## config.mk

```make
export PLATFORM = sky130hd
export DESIGN_NAME = i2c_burst_reader
export DESIGN_NICKNAME = d
export VERILOG_FILES = /design/src/rtl/i2c_burst_reader.sv
export SDC_FILE = /design/constraint.sdc
export NUM_CORES = 1
export LEC_CHECK = 0
export CORE_UTILIZATION = 60
export DETAILED_ROUTE_END_ITERATION = 12
export PLACE_DENSITY = 0.85
export SYNTH_ARGS = -nofsm -noshare
export SYNTH_HDL_FRONTEND = slang
export SYNTH_SLANG_ARGS = --single-unit
```

## constraint.sdc

```tcl
create_clock -name clk -period 3 [get_ports clk]
set_input_delay 0.6 -clock clk [delete_from_list [all_inputs] [get_ports clk]]
set_output_delay 0.6 -clock clk [all_outputs]
set_load 0.05 [all_outputs]
```

## src/rtl/i2c_burst_reader.sv

```systemverilog
// I2C burst-read master: START, addr+W, reg, repeated START, addr+R,
// N bytes (ACK all but last, NACK last), STOP. Open-drain outputs only
// ever pull SCL/SDA low.
// Optional build macro I2C_CLK_STRETCH_EN adds scl_in and freezes the
// quarter timer while a slave holds SCL low after the master released it.
//
// state   | meaning
// IDLE    | waiting for start, lines released
// START   | START condition slot
// ADDR_W  | shifting out slave address + W
// ACK_AW  | slave ACK of address (write)
// REG     | shifting out register address
// ACK_REG | slave ACK of register address
// RSTART  | repeated START slot
// ADDR_R  | shifting out slave address + R
// ACK_AR  | slave ACK of address (read)
// READ    | shifting in one data byte
// MACK    | master ACK (more bytes) or NACK (last byte)
// STOP    | STOP condition slot
// FIN     | one-cycle done pulse, back to IDLE
module i2c_burst_reader #(
  parameter int CLK_DIV   = 125,
  parameter int MAX_BYTES = 16,
  parameter int CNT_W     = 5
) (
  input  logic             clk,
  input  logic             rst_n,
  input  logic             start,
  input  logic [6:0]       slave_addr,
  input  logic [7:0]       reg_addr,
  input  logic [CNT_W-1:0] byte_cnt,
  output logic             busy,
  output logic [7:0]       rd_data,
  output logic             rd_valid,
  output logic             done,
  output logic             ack_err,
  output logic             scl_oe,
  output logic             sda_oe,
`ifdef I2C_CLK_STRETCH_EN
  input  logic             scl_in,
`endif
  input  logic             sda_in
);

  localparam int DIV_W = $clog2(CLK_DIV);
  localparam logic [DIV_W-1:0] DIV_LOAD = DIV_W'(CLK_DIV - 1);

  typedef enum logic [3:0] {
    IDLE, START, ADDR_W, ACK_AW, REG, ACK_REG, RSTART,
    ADDR_R, ACK_AR, READ, MACK, STOP, FIN
  } state_t;

  state_t           state;
  logic [DIV_W-1:0] qdiv;
  logic [1:0]       q;
  logic [2:0]       bit_idx;
  logic [6:0]       addr_q;
  logic [7:0]       reg_q;
  logic [CNT_W-1:0] rem;
  logic [7:0]       shreg;
  logic             err;

  logic             hold;
  logic             tick;
  logic             sample;
  logic             slot_end;
  logic [7:0]       tx_byte;
  logic [CNT_W-1:0] len;
  logic             scl_nxt;
  logic             sda_nxt;

  // The timer only freezes once our own SCL release has taken effect, so an
  // unstretched slot never loses a cycle to the output register delay.
`ifdef I2C_CLK_STRETCH_EN
  assign hold = !scl_oe && !scl_in && (state != IDLE);
`else
  assign hold = 1'b0;
`endif

  assign tick     = (qdiv == '0) && !hold;
  assign sample   = tick && (q == 2'd2);
  assign slot_end = tick && (q == 2'd3);

  // Byte currently being shifted out in the write phases
  always_comb begin
    tx_byte = reg_q;
    if (state == ADDR_W)      tx_byte = {addr_q, 1'b0};
    else if (state == ADDR_R) tx_byte = {addr_q, 1'b1};
  end

  // Burst length with 0 promoted to 1 and oversize clamped
  always_comb begin
    len = byte_cnt;
    if (byte_cnt == '0)                      len = CNT_W'(1);
    else if (byte_cnt > CNT_W'(MAX_BYTES))   len = CNT_W'(MAX_BYTES);
  end

  // Line drive pattern for the current state and quarter
  always_comb begin
    scl_nxt = (q == 2'd0);
    sda_nxt = 1'b0;
    case (state)
      IDLE, FIN:           scl_nxt = 1'b0;
      START: begin
        scl_nxt = 1'b0;
        sda_nxt = q[1];
      end
      RSTART:              sda_nxt = q[1];
      ADDR_W, REG, ADDR_R: sda_nxt = ~tx_byte[bit_idx];
      MACK:                sda_nxt = (rem != CNT_W'(1));
      STOP:                sda_nxt = ~q[1];
      default:             ;
    endcase
  end

  // Sequencer: quarter timer, bit/byte counters and status outputs
  always_ff @(posedge clk or negedge rst_n) begin
    if (!rst_n) begin
      state    <= IDLE;
      qdiv     <= DIV_LOAD;
      q        <= 2'd0;
      bit_idx  <= 3'd7;
      addr_q   <= '0;
      reg_q    <= '0;
      rem      <= '0;
      shreg    <= '0;
      err      <= 1'b0;
      busy     <= 1'b0;
      rd_data  <= '0;
      rd_valid <= 1'b0;
      done     <= 1'b0;
      ack_err  <= 1'b0;
    end else begin
      rd_valid <= 1'b0;
      done     <= 1'b0;
      if (state != IDLE && state != FIN && !hold) begin
        if (qdiv == '0) begin
          qdiv <= DIV_LOAD;
          q    <= q + 2'd1;
        end else begin
          qdiv <= qdiv - 1'b1;
        end
      end
      case (state)
        IDLE: if (start) begin
          addr_q  <= slave_addr;
          reg_q   <= reg_addr;
          rem     <= len;
          err     <= 1'b0;
          ack_err <= 1'b0;
          busy    <= 1'b1;
          qdiv    <= DIV_LOAD;
          q       <= 2'd0;
          bit_idx <= 3'd7;
          state   <= START;
        end
        START:  if (slot_end) state <= ADDR_W;
        RSTART: if (slot_end) state <= ADDR_R;
        ADDR_W, REG, ADDR_R: if (slot_end) begin
          bit_idx <= bit_idx - 3'd1;
          if (bit_idx == 3'd0)
            state <= (state == ADDR_W) ? ACK_AW : (state == REG) ? ACK_REG : ACK_AR;
        end
        ACK_AW, ACK_REG, ACK_AR: begin
          if (sample) err <= sda_in;
          if (slot_end) begin
            if (err)                   state <= STOP;
            else if (state == ACK_AW)  state <= REG;
            else if (state == ACK_REG) state <= RSTART;
            else                       state <= READ;
          end
        end
        READ: begin
          if (sample) shreg <= {shreg[6:0], sda_in};
          if (slot_end) begin
            bit_idx <= bit_idx - 3'd1;
            if (bit_idx == 3'd0) begin
              rd_data  <= shreg;
              rd_valid <= 1'b1;
              state    <= MACK;
            end
          end
        end
        MACK: if (slot_end) begin
          if (rem == CNT_W'(1)) begin
            state <= STOP;
          end else begin
            rem   <= rem - CNT_W'(1);
            state <= READ;
          end
        end
        STOP: if (slot_end) state <= FIN;
        FIN: begin
          done    <= 1'b1;
          ack_err <= err;
          busy    <= 1'b0;
          state   <= IDLE;
        end
        default: state <= IDLE;
      endcase
    end
  end

  // Registered open-drain enables
  always_ff @(posedge clk or negedge rst_n) begin
    if (!rst_n) begin
      scl_oe <= 1'b0;
      sda_oe <= 1'b0;
    end else begin
      scl_oe <= scl_nxt;
      sda_oe <= sda_nxt;
    end
  end

endmodule

```

==> flow_summary.ini <==
[status]
status = finished clean

[floorplanning]
initial_core_util_pct = 62.1
die_h_um = 74.5
die_x_um = 74.5
rows = 26
die-area_um2 = 5550
ioPinCount = 38
core-area_um2 = 5070

[yosys]
syn_inst = 326
ys_ff_latch = 59
synth_top_cell_area_share_pct = 40.5
synth_edf_count = 0
ys_warn_count = 0
yosysSeqAreaShare_pct = 47.1
synth_area_leaders = dfrtp_1 (40%), nand2_1 (8.3%), dfstp_2 (6.7%)
netlist_area_um2 = 3150
async_flop_share_pct = 100
yosysMostFrequentCell = nand2_1
synth.largest_area_cell = dfrtp_1
postSynthAreaPerCell_um2 = 9.67
synth_commonest_cells = nand2_1 (70), dfrtp_1 (51), nor2_1 (22)
synth_fp_nets = 359
synthFlopType = dfrtp_1
ys_types = 57

[timing]
finalMaxSlewViolations = 0
fin_worst_skew_ps = 5.35
fin_crit_sh_pct = 75.0
period_minus_slack_ps = 2250
finalSetupViolCount = 0
worst_pin_slew_ps = 655
hold_viol_final = 0
tns_ps = 0
setup_slack_ps = 749
grt_setup_unrepaired = no
timing.fmax_ghz = 0.444
relSlewSlack_pct = 56.3

[cts]
cts_setup_buffers = 0
cts_resized = 0
htreeDepth = 3
cts-root-buf = clkbuf_8
cts_made_buffers = 9
holdBufCountCts = 0
numClockSinks = 59
cts_tree = done
path_clk_slew_ps = 70
clkLatencyLatePin_ps = 340
clockBufferDepth = 2

[grt]
antenna_found_initial = 0
grt_pass1_vias = 2340
grt_first_pass_wirelength_um = 10500
gr-usage-all-layers_pct = 25.5
grt_max_degree = 27
grt_overflow = 0

[finish]
final_cell_area_um2 = 3710
drive_above_1_share_pct = 14.8
layout.nets = 394
syn2layout_area_growth_pct = 17.8
fin_util_pct = 73.2
antenna-diode-count = 0

[worst_setup_path]
crit_required_ps = 3220
crit_path_start_kind = flip-flop
cp.arrival_ps = 2470
reg2regPathDepth = 5
r2r_setup_slack_ps = 750
r2r_start = state[1]
crit_fanout = 22
timing.rr.end = state[0]
crit_path_end_kind = flip-flop
path_class = reg2reg
crit_path_end = state[0]
crit_start = state[1]

[detailed_routing]
wl_per_cell_um = 14.3
antenna_left = 0
drt-total-wl_um = 6230
viasPerCell = 5.61
drc_errors = 0
drtIter0Drc = 146
vias = 2448
firstDrtPassIters = 4

[place]
pre_cts_ws_ps = 770
io_buffers = 37
dpl_cell_area_um2 = 3550
gp_congestion = 0.887
hpwl_um = 4370

[power_and_ir_drop]
powerDensity_nw_per_um2 = 818
leakage_nw = 1.74
vdd_drop_max_uv = 435

[job]
drv_cap = 0

[hold_path]
hold_class = in2async
[worst min-delay path by stage]
stage | start | end | slack (ps)
2_1_floorplan | rst_n | ack_err | 300
3_3_place_gp | reg_q[7] | reg_q[7] | 460
3_5_place_dp | addr_q[1] | addr_q[1] | 460
4_1_cts | rst_n | rem[1] | 260
5_1_grt | rst_n | rem[1] | 290
6_report | rst_n | rem[1] | 240
[stage by stage]
stage / hold WS (ps) / power (mW) / cells
5_1_grt: 286 / 3.28 / 436
3_5_place_dp: 462 / 2.42 / 420
4_1_cts: 262 / 3.05 / 436
2_1_floorplan: 304 / 2.15 / 326
6_report: 244 / 3.04 / 436
3_3_place_gp: 458 / 2.36 / 420
[layer usage]
metal | GRT usage [%] | share of wire, %
met5 | 0 | 0
met2 | 40.0 | 46
met3 | 4.47 | 5.1
met4 | 11.7 | 1.7
met1 | 34.6 | 47
[kinds of logic after synthesis]
group                      count (synthesis)  share of synthesized area (%)
and+or+nand+nor                          138                           21.2
buffers and inverters                     34                           5.00
xor gates and xnor gates                  10                           2.78
DFF                                       59                           47.1
adders and majority gates                  9                           3.57
AOI/OAI and AO/OA                         50                           11.0
muxes                                     26                           9.33
[cell type report]
type / count / area (um2)
Tap cell: 70 / 87.6
Multi-Input combinational cell: 233 / 1510
Clock inverter: 7 / 45.0
Timing Repair Buffer: 42 / 403
Fill cell: 384 / 1360
Clock buffer: 9 / 124
Sequential cell: 59 / 1490
Inverter: 16 / 60.1
[power breakdown]
| group | internal [mW] | leakage [nW] | switching (mW) |
|---|---|---|---|
| combinational | 0.492 | 0.914 | 0.646 |
| sequential | 1.02 | 0.745 | 0.252 |
| clock | 0.294 | 0.0770 | 0.330 |
| total | 1.81 | 1.74 | 1.23 |
[state kept, by name, summed over array words and instances, names as in the netlist, 2 cells and up]
| signal | count |
|---|---|
| rd_data | 8 |
| reg_q | 8 |
| shreg | 8 |
| addr_q | 7 |
| qdiv | 7 |
| rem | 5 |
| state | 4 |
| bit_idx | 3 |
| q | 2 |
[critical path, cell delays in order, from the launching register on]
cell	delay [ps]
dfrtp_1	760
and3b_1	250
or3_4	340
a221oi_4	310
a21oi_2	90
a221o_1	380
[layout by cell type, fill, tap and decap left out, types with 4 or more instances in the layout]
cell / count
a21oi_1: 13
and2_1: 4
buf_4: 5
clkbuf_8: 9
clkdlybuf4s50_1: 36
clkinvlp_4: 4
dfrtp_1: 51
dfstp_2: 8
ha_1: 9
inv_1: 16
mux2_2: 16
mux2i_1: 8
nand2_1: 70
nand2b_1: 4
nand3_1: 7
nor2_1: 22
nor3_1: 5
nor3b_1: 5
o21ai_0: 12
xnor2_1: 4
xor2_1: 6
Note: power is estimated with default switching activity, not from simulation.
